--- src/rtl/instr_fetch_if.sv ---
// Instruction-memory read bus between the fetch stage and memory.
// Fetch drives the request/address; memory returns a one-cycle ack with data.
interface instr_fetch_if;
  logic        im_req;
  logic [31:0] im_addr;
  logic        im_ack;
  logic [31:0] im_rdata;

  modport master (
    output im_req,
    output im_addr,
    input  im_ack,
    input  im_rdata
  );

  modport slave (
    input  im_req,
    input  im_addr,
    output im_ack,
    output im_rdata
  );
endinterface

--- src/rtl/instr_fetch.sv ---
// Fetch stage: requests one word per PC, holds it for decode,
// and latches a sticky error when memory never answers.
module instr_fetch #(
  parameter int MAX_WAIT = 8
) (
  input  logic                 clk,
  input  logic                 rst_n,
  input  logic [31:0]          PC,
  output logic                 pc_en,
  instr_fetch_if.master        im,
  output logic [31:0]          instr,
  output logic [31:0]          instr_pc,
  output logic                 instr_valid,
  input  logic                 instr_ready,
  input  logic                 flush,
  output logic                 fetch_err
);

  typedef enum logic [1:0] {
    IDLE,
    REQ,
    HOLD,
    ERR
  } state_t;

  localparam logic [7:0] LAST = 8'(MAX_WAIT - 1);

  state_t     state;
  logic [7:0] wait_cnt;

  // Address only leaves the stage while a request is live.
  assign im.im_addr = im.im_req ? PC : '0;

  always_ff @(posedge clk) begin
    if (!rst_n) begin
      state       <= IDLE;
      wait_cnt    <= '0;
      instr       <= '0;
      instr_pc    <= '0;
      instr_valid <= 1'b0;
      pc_en       <= 1'b0;
      im.im_req   <= 1'b0;
      fetch_err   <= 1'b0;
    end else begin
      pc_en <= 1'b0;
      unique case (state)
        IDLE: begin
          state     <= REQ;
          im.im_req <= 1'b1;
          wait_cnt  <= '0;
        end
        REQ: begin
          if (flush) begin
            wait_cnt <= '0;
          end else if (im.im_ack) begin
            state       <= HOLD;
            instr       <= im.im_rdata;
            instr_pc    <= PC;
            instr_valid <= 1'b1;
            pc_en       <= 1'b1;
            im.im_req   <= 1'b0;
          end else if (wait_cnt == LAST) begin
            state     <= ERR;
            fetch_err <= 1'b1;
            im.im_req <= 1'b0;
          end else begin
            wait_cnt <= wait_cnt + 8'd1;
          end
        end
        HOLD: begin
          if (flush || instr_ready) begin
            state       <= REQ;
            instr_valid <= 1'b0;
            im.im_req   <= 1'b1;
            wait_cnt    <= '0;
          end
        end
        ERR: begin
          state <= ERR;
        end
      endcase
    end
  end

endmodule

--- src/flat_wrapper.sv ---
// flat-port wrapper written by rule: the top's interface ports become plain ports
module instr_fetch_flat 
#(
  parameter int MAX_WAIT = 8
)
  (clk, rst_n, PC, pc_en, instr, instr_pc, instr_valid, instr_ready, flush, fetch_err, im_im_req, im_im_addr, im_im_ack, im_im_rdata);
  instr_fetch_if im_i ();
  input  logic clk;
  input  logic rst_n;
  input  logic [31:0] PC;
  output logic pc_en;
  output logic [31:0] instr;
  output logic [31:0] instr_pc;
  output logic instr_valid;
  input  logic instr_ready;
  input  logic flush;
  output logic fetch_err;
  output wire logic [$bits(im_i.im_req)-1:0] im_im_req;
  output wire logic [$bits(im_i.im_addr)-1:0] im_im_addr;
  input wire logic [$bits(im_i.im_ack)-1:0] im_im_ack;
  input wire logic [$bits(im_i.im_rdata)-1:0] im_im_rdata;
  assign im_im_req = im_i.im_req;
  assign im_im_addr = im_i.im_addr;
  assign im_i.im_ack = im_im_ack;
  assign im_i.im_rdata = im_im_rdata;
  instr_fetch #(.MAX_WAIT(MAX_WAIT)) u_core (.clk(clk), .rst_n(rst_n), .PC(PC), .pc_en(pc_en), .im(im_i), .instr(instr), .instr_pc(instr_pc), .instr_valid(instr_valid), .instr_ready(instr_ready), .flush(flush), .fetch_err(fetch_err));
endmodule
--- config.mk ---
export PLATFORM = sky130hd
export DESIGN_NAME = instr_fetch_flat
export DESIGN_NICKNAME = d
export VERILOG_FILES = /design/src/rtl/instr_fetch_if.sv /design/src/rtl/instr_fetch.sv /design/src/flat_wrapper.sv
export SDC_FILE = /design/constraint.sdc
export NUM_CORES = 1
export LEC_CHECK = 0
export ABC_AREA = 1
export CAP_MARGIN = 20
export CORE_MARGIN = 2
export CORE_UTILIZATION = 40
export CTS_CLUSTER_SIZE = 24
export DETAILED_ROUTE_END_ITERATION = 7
export GPL_ROUTABILITY_DRIVEN = 0
export PLACE_DENSITY = 0.82
export SYNTH_ARGS = -nofsm -noshare
export SYNTH_HDL_FRONTEND = slang
export SYNTH_SLANG_ARGS = --single-unit
--- constraint.sdc ---
create_clock -name clk -period 1.7 [get_ports clk]
set_clock_uncertainty 0.15 [all_clocks]
set_input_delay 0.255 -clock clk [delete_from_list [all_inputs] [get_ports clk]]
set_output_delay 0.255 -clock clk [all_outputs]
set_load 0.01 [all_outputs]
==> results of run 1 <==
## synthesized netlist by cell type (all sizes together)
library cell	count	area share, %
a21oi	14	2.2
nor2	148	18
clkbuf	11	1.3
a31oi	1	0.19
ha	2	0.76
o21a	1	0.23
dfxtp	78	47
buf	16	4.7
nor3	1	0.15
inv	47	5.3
or2	1	0.19
nand3	14	2.1
o21ai	70	11
nand2	61	7.4
## report_power, final
part | internal (W) | total, W | switching (W)
clock | 0.000818 | 0.00145 | 0.000627
sequential | 0.00192 | 0.00197 | 0.0000538
combinational | 0.000472 | 0.000860 | 0.000387
## worst min-delay path: stages
cell and delay (ns):
buf_2 0.22, o21ai_0 0.12, nor2_1 0.04
## final cells by class
class,count,area share [%]
Tap cell,105,2.45
Multi-Input combinational cell,314,25.6
Clock buffer,11,2.45
Sequential cell,78,29.1
Inverter,47,3.29
Clock inverter,4,1.35
Timing Repair Buffer,193,35.7
## cells by family after synthesis
| kind of cell | share of synthesized area, % |
|---|---|
| compound gates | 13.3 |
| fa+ha+maj | 0.757 |
| buf+inv | 11.2 |
| flops | 47.3 |
| simple gates | 27.5 |
## repair_timing
action                                  CTS  global route
endpoints found under the setup margin   33            34
resized for setup                        23            36
hold endpoints to repair                  0             0
pin swaps                                 0             1
cloned                                    1             1
setup buffers                             0             3
## routing by layer
layer / vias to the layer above / routed length [um]
met5: - / 0
met1: 1631 / 3840
li1: 1798 / -
met4: 0 / 138
met3: 12 / 692
met2: 129 / 5060
## final timing paths
check / from / endpoint / cells after the start
min reg2reg: u_core.instr_pc[13] / u_core.instr_pc[13] / 2
min: rst_n / u_core.instr_pc[24] / 3
max reg2reg: u_core.wait_cnt[1] / u_core.fetch_err / 7
max: u_core.im.im_req / im_im_req / 3
## registers in the layout, indices dropped and copies added (netlist names)
name and flops:
u_core.fetch_err 1, u_core.im.im_req 1, u_core.instr_valid 1, u_core.instr 32, u_core.pc_en 1, u_core.state 2, u_core.instr_pc 32, u_core.wait_cnt 8
## cells in the final DEF, fill, tap and decap left out, types with 2 or more instances in the layout
| cell type | count |
|---|---|
| nor2_2 | 2 |
| clkbuf_8 | 9 |
| buf_12 | 4 |
| inv_1 | 44 |
| dlygate4sd2_1 | 11 |
| buf_4 | 18 |
| dlymetal6s2s_1 | 15 |
| clkbuf_1 | 2 |
| a21oi_1 | 13 |
| nand2_2 | 3 |
| o21ai_0 | 53 |
| bufinv_16 | 2 |
| clkbuf_2 | 8 |
| nand3_1 | 14 |
| nor2_1 | 144 |
| inv_2 | 3 |
| dfxtp_1 | 77 |
| ha_1 | 2 |
| nand2_1 | 58 |
| o21ai_1 | 17 |
| buf_8 | 2 |
| clkdlybuf4s50_1 | 133 |
## per-stage QoR
stage          power, W  cells  setup TNS [ns]  setup slack, ns
3_5_place_dp    0.00288    732           -9.06           -0.146
6_report        0.00428    752               0           0.0533
2_1_floorplan   0.00237    465               0            0.278
5_1_grt         0.00447    752               0        0.0000906
4_1_cts         0.00432    748           -3.50           -0.245
3_3_place_gp    0.00286    732           -4.78           -0.104
==> results.yml, run 1 <==
timing:
  finalCritPeriodShare_pct: 96.9
  hold_viol: 0
  hold_slack_ns: 0.192
  slew_headroom_pct: 76.4
  rsz0062_at_grt: "false"
  worst_slew_pin_slew_ns: 0.354
  setup_viol: 0
  max_freq_mhz: 607
  period_needed_ns: 1.65
  slew_viol_final: 0
cells_and_area:
  areaGrowthSynthToFinish_pct: 62.6
  final_cell_area_mm2: 0.00537
  multi_input_area_mm2: 0.00138
  fillCellCount: 713
  postLayoutCoreUtil_pct: 66.4
  diodes: 0
  final-seq-area_mm2: 0.00157
  nets: 714
  final_layout_size_suffix_gt1_share_pct: 9.43
grt:
  antenna_found_initial: 0
  overflow: 0
  met2_usage_pct: 38.4
  track_usage_pct: 21.0
  grt_util_met1_pct: 23.2
  grt_pass1_vias: 3399
  grt_max_degree: 47
  grt_pass1_wl_mm: 14.9
  top_usage_layer: "met2"
  gr-usage-met3_pct: 4.95
flow_run:
  cap_violations: 0
cts:
  cts_buffers: 9
  clkTransAtPathRegs_ns: 0.08
  root_buffer: "clkbuf_8"
  clk_latency_ns: 0.33
  clock-sinks: 78
  ctsHoldBuffers: 0
  htree_levels: 3
  clockBufferDepth: 2
  cts_tree: "done"
synthesis:
  ys_types: 24
  synth.net_count: 536
  syn_area_mm2: 0.00330
  ys_seq_area_share_pct: 47.3
  syn_avg_cell_area_um2: 7.10
  synth-seq-cells: 78
  yosysWarnings: 0
  syn_inst: 465
worst_setup_path:
  required_ns: 1.29
  path_class: "flop to primary output"
  cp-end-kind: "primary output"
  slowest_stage: "dfxtp_4"
  cp_max_fo: 9
  cp.buffers_inverters: 3
  regToRegSetupSlack_ns: 0.10
  crit_arrival_ns: 1.24
  cp-start-kind: "flop"
  crit_family: "buffers and inverters"
  crit_chain: "buf_4, buf_6, dlygate4sd2_1"
  crit_path_max_incr_delay_ns: 0.36
outcome:
  outcome: "complete, no violations"
route:
  ant_nets: 0
  vias_per_cell: 4.75
  drc: 0
  wl_per_cell_um: 12.9
  totalWireLength_mm: 9.73
  first_iter_violations: 128
  drt-pass1-iter-count: 4
  num_vias: 3570
power:
  p_per_area_mw_per_mm2: 797
  p_leak_nw: 2.64
  peakVddDrop_mv: 0.454
placement:
  hpwl_mm: 7.05
  dpl_cell_area_mm2: 0.00512
  port-buffer-count: 168
floorplan:
  io_pins: 169
  initial_utilization_pct: 40.8
  die_h_um: 94.9
  core_mm2: 0.00809
  rows: 33
  die_area_mm2: 0.00900
  die_w_um: 94.9
worst_hold_path:
  hp-class: "primary input to flop"
(Power assumes the default switching activity.)
==> inputs of run 2 (changes only) <==
--- a/config.mk
+++ b/config.mk
@@ -7,7 +7,7 @@
 export LEC_CHECK = 0
 export ABC_AREA = 1
 export CAP_MARGIN = 20
-export CORE_MARGIN = 2
+export CORE_MARGIN = 3
 export CORE_UTILIZATION = 40
 export CTS_CLUSTER_SIZE = 24
 export DETAILED_ROUTE_END_ITERATION = 7
==> results.yml, run 2 (synthesis results as in run 1) <==
timing:
  setup_viol: 0
  max_freq_mhz: 606
  rsz0062_at_grt: "false"
  slew_viol_final: 0
  period_needed_ns: 1.65
  finalCritPeriodShare_pct: 97.1
  worst_slew_pin_slew_ns: 0.421
  slew_headroom_pct: 71.9
  hold_viol: 0
grt:
  grt_max_degree: 46
  antenna_found_initial: 0
  grt_pass1_wl_mm: 15.7
  track_usage_pct: 20.1
  overflow: 0
  grt_pass1_vias: 3286
cells_and_area:
  layout_common_cells: "nor2_1 (144), clkdlybuf4s50_1 (133), dfxtp_1 (76)"
  final_layout_size_suffix_gt1_share_pct: 7.96
  nets: 707
  largestRegisters: "u_core.instr (32), u_core.instr_pc (32), u_core.wait_cnt (8)"
  layout.cells.most_common: "nor2_1"
  fin_cells: 743
  areaGrowthSynthToFinish_pct: 61.2
  diodes: 0
power:
  clkPwrFrac_pct: 30.3
  switching_share_pct: 27.1
  peakVddDrop_mv: 0.398
  p_sw_w: 0.00110
  combPwrFrac_pct: 21.1
  internal_power_w: 0.00296
  p_leak_nw: 2.40
  total_power_w: 0.00406
  p_per_area_mw_per_mm2: 763
  power_frac_seq_pct: 48.6
worst_setup_path:
  required_ns: 1.29
  worst_r2r_path_depth: 7
  crit_arrival_ns: 1.25
  r2r_start: "u_core.wait_cnt[1]"
  cp-start-kind: "flop"
  regToRegSetupSlack_ns: 0.07
  cp-end-kind: "primary output"
  startpoint: "u_core.instr_pc[11]"
  crit_family: "buffers and inverters"
  cp.buffers_inverters: 1
  crit_path_end: "instr_pc[11]"
  slowest_stage: "clkdlybuf4s50_1"
  cp_max_fo: 2
  cp_num_cells: 1
  path_class: "flop to primary output"
  crit_path_max_incr_delay_ns: 0.56
  crit_chain: "clkdlybuf4s50_1"
  reg2reg_to: "u_core.wait_cnt[3]"
floorplan:
  die_w_um: 96.9
  core_mm2: 0.00789
  die_h_um: 96.9
  io_pins: 169
  rows: 32
  die_area_mm2: 0.00938
  initial_utilization_pct: 41.9
route:
  totalWireLength_mm: 9.89
  vias_per_cell: 4.72
  drc: 0
  wl_per_cell_um: 13.3
  first_iter_violations: 122
  ant_nets: 0
  num_vias: 3504
  drt-pass1-iter-count: 4
placement:
  dp_cells: 725
  hpwl_mm: 7.01
  port-buffer-count: 168
cts:
  cts_buffers: 9
  root_buffer: "clkbuf_8"
  clockBufferDepth: 2
  clk_latency_ns: 0.33
  clkTransAtPathRegs_ns: 0.08
  clock-sinks: 78
  ctsHoldBuffers: 0
  cts_tree: "done"
  htree_levels: 3
worst_hold_path:
  hp-class: "primary input to flop"
outcome:
  outcome: "complete, no violations"
flow_run:
  cap_violations: 0
==> run 2: worst min-delay path by stage <==
stage | cells after the start | slack (ns) | to | start
after global routing | 3 | 0.24 | u_core.instr_pc[16] | rst_n
final | 3 | 0.22 | u_core.instr_pc[20] | rst_n
after floorplan | 2 | 0.25 | u_core.instr[10] | im_im_rdata[10]
after detailed placement | 2 | 0.32 | u_core.instr_pc[30] | u_core.instr_pc[30]
after global placement | 2 | 0.31 | u_core.wait_cnt[4] | u_core.wait_cnt[4]
after CTS | 3 | 0.21 | u_core.instr_pc[20] | rst_n
==> run 2: worst min-delay path, stage by stage <==
cell	delay, ns
buf_2	0.24
o21ai_0	0.13
nor2_1	0.04
==> run 2: power by group through the flow <==
stage / sequential [W] / combinational [W] / clock (W)
final: 0.00197 / 0.000856 / 0.00123
after global routing: 0.00199 / 0.000936 / 0.00133
after CTS: 0.00197 / 0.000858 / 0.00126
after detailed placement: 0.00201 / 0.000870 / 0
after global placement: 0.00201 / 0.000853 / 0
after floorplan: 0.00205 / 0.000325 / 0
==> run 2: per-stage QoR <==
stage               setup slack, ns  util [%]  instance area, um^2  hold WS, ns  setup TNS [ns]
floorplan                     0.278         -                 3300        0.250               0
global placement             -0.106      64.8                 5110        0.310           -6.01
detailed placement           -0.143      64.8                 5110        0.320           -7.33
CTS                          0.0116      66.9                 5280        0.210               0
global route               0.000894      67.5                 5320        0.237               0
finish                       0.0497      67.5                 5320        0.225               0
==> run 2: cell type report <==
cell class / count / area [um^2]
well taps: 102 / 128
inverters: 47 / 176
flip-flops and latches: 78 / 1570
clock buffers: 11 / 141
repair buffers: 187 / 1910
multi-input cells: 313 / 1370
fillers: 652 / 2560
clock inverters: 5 / 33.8
==> run 2: routing by layer <==
metal / global-route usage, % / wire, um / vias to the layer above
li1: - / - / 1782
met1: 22.9 / 4040 / 1552
met2: 36.1 / 4970 / 143
met3: 4.90 / 610 / 27
met4: 7.67 / 267 / 0
met5: 0 / 0 / -
==> run 2: what timing repair did <==
| item | in CTS | in global routing |
|---|---|---|
| pin swaps | 0 | 1 |
| hold endpoints to repair | 0 | 0 |
| setup endpoints to repair | 33 | 26 |
| cloned | 1 | 0 |
| gates resized for setup | 36 | 22 |
| buffers inserted | 0 | 1 |
